--- src/rtl/riscv_ifetch_buffer_if.sv ---
// Core-side and instruction-memory-side signals of the instruction-fetch buffer.
// The master modport is the fetch buffer; the slave modport is the core plus memory that surround it.
interface riscv_ifetch_buffer_if;
    logic        redirect;
    logic [31:0] redirect_pc;
    logic        core_ready;
    logic        ir_valid;
    logic [31:0] ir_data;
    logic [31:0] ir_pc;
    logic        mem_req;
    logic [31:0] mem_addr;
    logic        mem_ack;
    logic [31:0] mem_rdata;

    modport master (
        input  redirect, redirect_pc, core_ready, mem_ack, mem_rdata,
        output ir_valid, ir_data, ir_pc, mem_req, mem_addr
    );

    modport slave (
        output redirect, redirect_pc, core_ready, mem_ack, mem_rdata,
        input  ir_valid, ir_data, ir_pc, mem_req, mem_addr
    );
endinterface

--- src/rtl/riscv_ifetch_buffer.sv ---
// RISC-V instruction-fetch stage: sequential single-outstanding fetch into a small FIFO.
// A redirect flushes the queue and discards any in-flight word.
module riscv_ifetch_buffer #(
    parameter int          DEPTH    = 4,
    parameter logic [31:0] RESET_PC = 32'h0000_0000
) (
    input logic                   clk,
    input logic                   rst,
    riscv_ifetch_buffer_if.master bus
);
    localparam int              AW       = $clog2(DEPTH);
    localparam logic [AW:0]     FULL_CNT = (AW+1)'(DEPTH);
    localparam logic [AW:0]     CNT_ONE  = (AW+1)'(1);
    localparam logic [AW-1:0]   PTR_ONE  = AW'(1);

    typedef enum logic [1:0] {
        IDLE = 2'd0,
        WAIT = 2'd1,
        DROP = 2'd2
    } state_t;

    state_t        state_reg;
    logic          req_reg;
    logic [31:0]   addr_reg;
    logic [31:0]   fpc_reg;
    logic [AW:0]   count_reg;
    logic [AW-1:0] rd_ptr_reg;
    logic [AW-1:0] wr_ptr_reg;

    logic [31:0]   data_mem [DEPTH];
    logic [31:0]   pc_mem   [DEPTH];

    logic          push;
    logic          pop;
    logic [31:0]   redirect_pc_al;
    logic          unused_pc_bits;

    assign redirect_pc_al = {bus.redirect_pc[31:2], 2'b00};
    assign unused_pc_bits = ^bus.redirect_pc[1:0];

    // Data is enqueued only while wanted; a redirect on the ack cycle discards it.
    assign push = (state_reg == WAIT) && bus.mem_ack && !bus.redirect;
    assign pop  = (count_reg != '0) && bus.core_ready && !bus.redirect;

    always_ff @(posedge clk or posedge rst) begin
        if (rst) begin
            state_reg <= IDLE;
            req_reg   <= 1'b0;
            addr_reg  <= RESET_PC;
            fpc_reg   <= RESET_PC;
        end else begin
            if (bus.redirect) begin
                fpc_reg <= redirect_pc_al;
            end
            case (state_reg)
                IDLE: begin
                    if (!bus.redirect && (count_reg < FULL_CNT)) begin
                        req_reg   <= 1'b1;
                        addr_reg  <= fpc_reg;
                        fpc_reg   <= fpc_reg + 32'd4;
                        state_reg <= WAIT;
                    end
                end
                WAIT: begin
                    if (bus.mem_ack) begin
                        req_reg   <= 1'b0;
                        state_reg <= IDLE;
                    end else if (bus.redirect) begin
                        state_reg <= DROP;
                    end
                end
                DROP: begin
                    if (bus.mem_ack) begin
                        req_reg   <= 1'b0;
                        state_reg <= IDLE;
                    end
                end
                default: begin
                    req_reg   <= 1'b0;
                    state_reg <= IDLE;
                end
            endcase
        end
    end

    always_ff @(posedge clk or posedge rst) begin
        if (rst) begin
            count_reg  <= '0;
            rd_ptr_reg <= '0;
            wr_ptr_reg <= '0;
        end else if (bus.redirect) begin
            count_reg  <= '0;
            rd_ptr_reg <= '0;
            wr_ptr_reg <= '0;
        end else begin
            if (push) begin
                wr_ptr_reg <= wr_ptr_reg + PTR_ONE;
            end
            if (pop) begin
                rd_ptr_reg <= rd_ptr_reg + PTR_ONE;
            end
            case ({push, pop})
                2'b10:   count_reg <= count_reg + CNT_ONE;
                2'b01:   count_reg <= count_reg - CNT_ONE;
                default: count_reg <= count_reg;
            endcase
        end
    end

    // Queue storage carries no reset; entries are only visible once counted.
    always_ff @(posedge clk) begin
        if (push) begin
            data_mem[wr_ptr_reg] <= bus.mem_rdata;
            pc_mem[wr_ptr_reg]   <= addr_reg;
        end
    end

    assign bus.ir_valid = (count_reg != '0);
    assign bus.ir_data  = data_mem[rd_ptr_reg];
    assign bus.ir_pc    = pc_mem[rd_ptr_reg];
    assign bus.mem_req  = req_reg;
    assign bus.mem_addr = addr_reg;
endmodule

--- src/flat_wrapper.sv ---
// flat-port wrapper written by rule: the top's interface ports become plain ports
module riscv_ifetch_buffer_flat 
#(
    parameter int          DEPTH    = 4,
    parameter logic [31:0] RESET_PC = 32'h0000_0000
)
  (clk, rst, bus_redirect, bus_redirect_pc, bus_core_ready, bus_mem_ack, bus_mem_rdata, bus_ir_valid, bus_ir_data, bus_ir_pc, bus_mem_req, bus_mem_addr);
  riscv_ifetch_buffer_if bus_i ();
  input logic clk;
  input logic rst;
  input wire logic [$bits(bus_i.redirect)-1:0] bus_redirect;
  input wire logic [$bits(bus_i.redirect_pc)-1:0] bus_redirect_pc;
  input wire logic [$bits(bus_i.core_ready)-1:0] bus_core_ready;
  input wire logic [$bits(bus_i.mem_ack)-1:0] bus_mem_ack;
  input wire logic [$bits(bus_i.mem_rdata)-1:0] bus_mem_rdata;
  output wire logic [$bits(bus_i.ir_valid)-1:0] bus_ir_valid;
  output wire logic [$bits(bus_i.ir_data)-1:0] bus_ir_data;
  output wire logic [$bits(bus_i.ir_pc)-1:0] bus_ir_pc;
  output wire logic [$bits(bus_i.mem_req)-1:0] bus_mem_req;
  output wire logic [$bits(bus_i.mem_addr)-1:0] bus_mem_addr;
  assign bus_i.redirect = bus_redirect;
  assign bus_i.redirect_pc = bus_redirect_pc;
  assign bus_i.core_ready = bus_core_ready;
  assign bus_i.mem_ack = bus_mem_ack;
  assign bus_i.mem_rdata = bus_mem_rdata;
  assign bus_ir_valid = bus_i.ir_valid;
  assign bus_ir_data = bus_i.ir_data;
  assign bus_ir_pc = bus_i.ir_pc;
  assign bus_mem_req = bus_i.mem_req;
  assign bus_mem_addr = bus_i.mem_addr;
  riscv_ifetch_buffer #(.DEPTH(DEPTH), .RESET_PC(RESET_PC)) u_core (.clk(clk), .rst(rst), .bus(bus_i));
endmodule
--- config.mk ---
export PLATFORM = sky130hd
export DESIGN_NAME = riscv_ifetch_buffer_flat
export DESIGN_NICKNAME = d
export VERILOG_FILES = /design/src/rtl/riscv_ifetch_buffer_if.sv /design/src/rtl/riscv_ifetch_buffer.sv /design/src/flat_wrapper.sv
export SDC_FILE = /design/constraint.sdc
export NUM_CORES = 1
export LEC_CHECK = 0
export ABC_AREA = 1
export CORE_UTILIZATION = 56
export CTS_CLUSTER_SIZE = 8
export DETAILED_ROUTE_END_ITERATION = 10
export MAX_ROUTING_LAYER = met4
export PLACE_DENSITY = 0.85
export SYNTH_ARGS = -nofsm -noshare
export SYNTH_HDL_FRONTEND = slang
export SYNTH_SLANG_ARGS = --single-unit
--- constraint.sdc ---
create_clock -name clk -period 4.6 [get_ports clk]
set_input_delay 0.92 -clock clk [delete_from_list [all_inputs] [get_ports clk]]
set_output_delay 0.92 -clock clk [all_outputs]
set_load 0.005 [all_outputs]
==> flow_summary.ini <==
[power_and_ir_drop]
irDropWorstVdd_mv = 0.328
p_per_area_nw_per_um2 = 593
leakagePower_nw = 6.15
p_total_mw = 9.93

[cts]
clock_latency_ns = 0.53
cts_made_buffers = 47
cts_buffer_depth = 3
h-tree-depth = 2
cts_resized = 0
clk_pin_slew_worst_paths_ns = 0.05
cts.sinks = 330
cts-root-buf = clkbuf_16
cts_setup_buffers = 0
cts_hold_buf = 0
cts_tree = built

[job]
maxCapViolCount = 0

[floorplan]
chipWidth_um = 157
coreArea_um2 = 23600
dieArea_um2 = 24800
placementRows = 56
die_y_um = 157
start_util = 0.573
ioPinCount = 167

[global_route]
grt_pass1_wl_um = 47100
grtUsageMet1 = 0.322
use_met3 = 0.0496
grt_max_degree = 83
gr-usage-all-layers = 0.256
grtUsageMet2 = 0.416
antenna_found_initial = 0
grt.busiest_layer = met2
grt_pass1_vias = 9322
grt_overflow = 0

[yosys]
synth_seq_area_share = 0.705
syn-num-nets = 1236
ys_warn_count = 0
ys_seq_elements = 330
synth_area_per_cell_um2 = 11.7
synthCells = 1158
synth_cell_type_count = 38
netlist_area_um2 = 13500

[place]
portBuffers = 164
hpwl_um = 18000
gp_congestion = 0.872
place_ws_ns = 1.33

[sta]
period_share = 0.810
rsz0062_at_grt = no
report.final.hold_viol_count = 0
tightest_slew_ns = 1.16
setup_ws_ns = 0.872
drv_slew = 0
fmaxAchievable_mhz = 268
relSlewSlack = 0.223
fin_crit_ns = 3.73
fin_skew_ns = 0.0216
tns_ns = 0
finalSetupViolations = 0

[layout]
largest_registers = u_core.data_mem: 128 flops, u_core.pc_mem: 128 flops
area_growth_pct = 23.9
layout.nets = 1403
num_antenna_cells = 0
drive_above_1_share = 0.0865
fillCellCount = 1562

[routing]
antenna_left = 0
drc = 0
totalWireLength_um = 30500
wire_per_inst_um = 18.4
dr.first_iter.drc_count = 876
drt_first_pass_iters = 6
viasPerCell = 5.64
vias = 9369

[worst_setup_path]
crit_type = reg2out
critPathLaunchType = flip-flop
required_ns = 3.68
end_kind = primary output
critPathArrivalTime_ns = 2.81
cp_max_fo = 50
r2r_cells = 7

[hold_path]
hold_class = reg2reg
hold_depth = 2

[outcome]
status = finished, final reports clean
-- cell usage in the layout (no fill, tap or decap), types with 3 or more instances in the layout --
| cell | count |
|---|---|
| nand2_1 | 156 |
| o22ai_1 | 64 |
| nand4_1 | 9 |
| nor2_2 | 7 |
| clkbuf_16 | 49 |
| nor3_1 | 3 |
| clkdlybuf4s50_1 | 163 |
| edfxtp_1 | 256 |
| nand3_1 | 47 |
| buf_4 | 13 |
| inv_1 | 43 |
| inv_2 | 9 |
| o21ai_0 | 168 |
| nand3_2 | 3 |
| a21oi_1 | 8 |
| nor2_1 | 190 |
| buf_12 | 3 |
| o21a_1 | 4 |
| o211ai_1 | 7 |
| clkbuf_1 | 15 |
| o221ai_1 | 3 |
| nor2_4 | 11 |
| nand2_2 | 7 |
| dfrtp_1 | 72 |
| ha_1 | 8 |
-- report_power, final --
part	internal (mW)	switching, mW
clock network	1.90	1.15
registers	3.78	0.481
logic	1.19	1.43
total	6.87	3.06
-- routing by layer --
metal,part of all wire,up-vias
met5,0,-
met3,0.073,60
met1,0.42,4512
li1,-,4419
met4,0.024,0
met2,0.49,378
-- cell usage after synthesis --
cell	n	share of area
buf_4	1	0.00056
edfxtp_1	256	0.57
nand3_4	1	0.0013
o211ai_1	7	0.0039
o22ai_1	64	0.030
nor2_8	2	0.0030
a31oi_1	1	0.00046
nor3_1	3	0.0011
nand2_1	156	0.043
ha_1	8	0.0074
nor2_1	194	0.054
dfrtp_1	74	0.14
nor3_2	2	0.0015
mux2i_1	2	0.0015
buf_1	1	0.00028
buf_6	4	0.0033
or2_2	1	0.00046
o221ai_1	3	0.0019
a21oi_1	8	0.0030
nand4_1	9	0.0042
inv_4	1	0.00046
nor2_4	7	0.0058
buf_2	20	0.0074
inv_1	45	0.012
nand2_2	7	0.0032
o21ai_2	1	0.00065
inv_2	8	0.0022
nor2_2	7	0.0032
o21a_1	4	0.0022
xor2_1	2	0.0013
o21ai_1	2	0.00074
nand3_2	3	0.0022
clkbuf_1	36	0.010
o31ai_1	1	0.00056
o21ai_0	168	0.062
a21oi_2	1	0.00065
fa_1	1	0.0015
nand3_1	47	0.017
-- critical path, stage by stage (launching register included) --
cell and delay (ns):
dfrtp_4 0.62, buf_4 0.51, o21ai_0 0.18, o22ai_1 0.35
clkdlybuf4s50_1 0.58
-- cell families (layout without fill, tap and decap cells) --
kind of cell,after synthesis,count (layout),synth area share
xor gates and xnor gates,2,2,0.00130
and+or+nand+nor,439,439,0.141
DFF,330,330,0.705
buffers and inverters,116,299,0.0367
adders and majority gates,9,9,0.00888
muxes,2,2,0.00148
AOI/OAI and AO/OA,260,260,0.106
-- area by class of cell --
class / instances / area (µm²) / share of cell area
clock inverter: 1 / 8.76 / 0.000523
multi-input combinational: 712 / 3520 / 0.210
inverter: 54 / 206 / 0.0123
tap: 319 / 399 / 0.0238
clock buffer: 64 / 1280 / 0.0765
timing repair buffer: 180 / 1790 / 0.107
sequential: 330 / 9540 / 0.570
-- stage by stage --
stage	hold slack, ns	utilization	cells	cell area [µm²]
after floorplan	0.443	-	1158	13500
after global placement	0.457	0.655	1595	15500
after detailed placement	0.465	0.655	1595	15500
after CTS	0.477	0.710	1660	16800
after global routing	0.496	0.710	1660	16800
final	0.473	0.710	1660	16800
-- path summary, 6_finish.rpt --
check / startpoint / endpoint / slack [ns]
min in group asynchronous: rst / u_core.bus.mem_addr[26] / 1.03
min: u_core.fpc_reg[0] / u_core.fpc_reg[0] / 0.47
min reg2reg: u_core.fpc_reg[0] / u_core.fpc_reg[0] / 0.47
max in group asynchronous: rst / u_core.bus.mem_addr[8] / 2.61
max: u_core.rd_ptr_reg[0] / bus_ir_pc[17] / 0.87
max reg2reg: u_core.state_reg[1] / u_core.data_mem[2][16] / 2.14
Note: power is estimated with default switching activity, not from simulation.
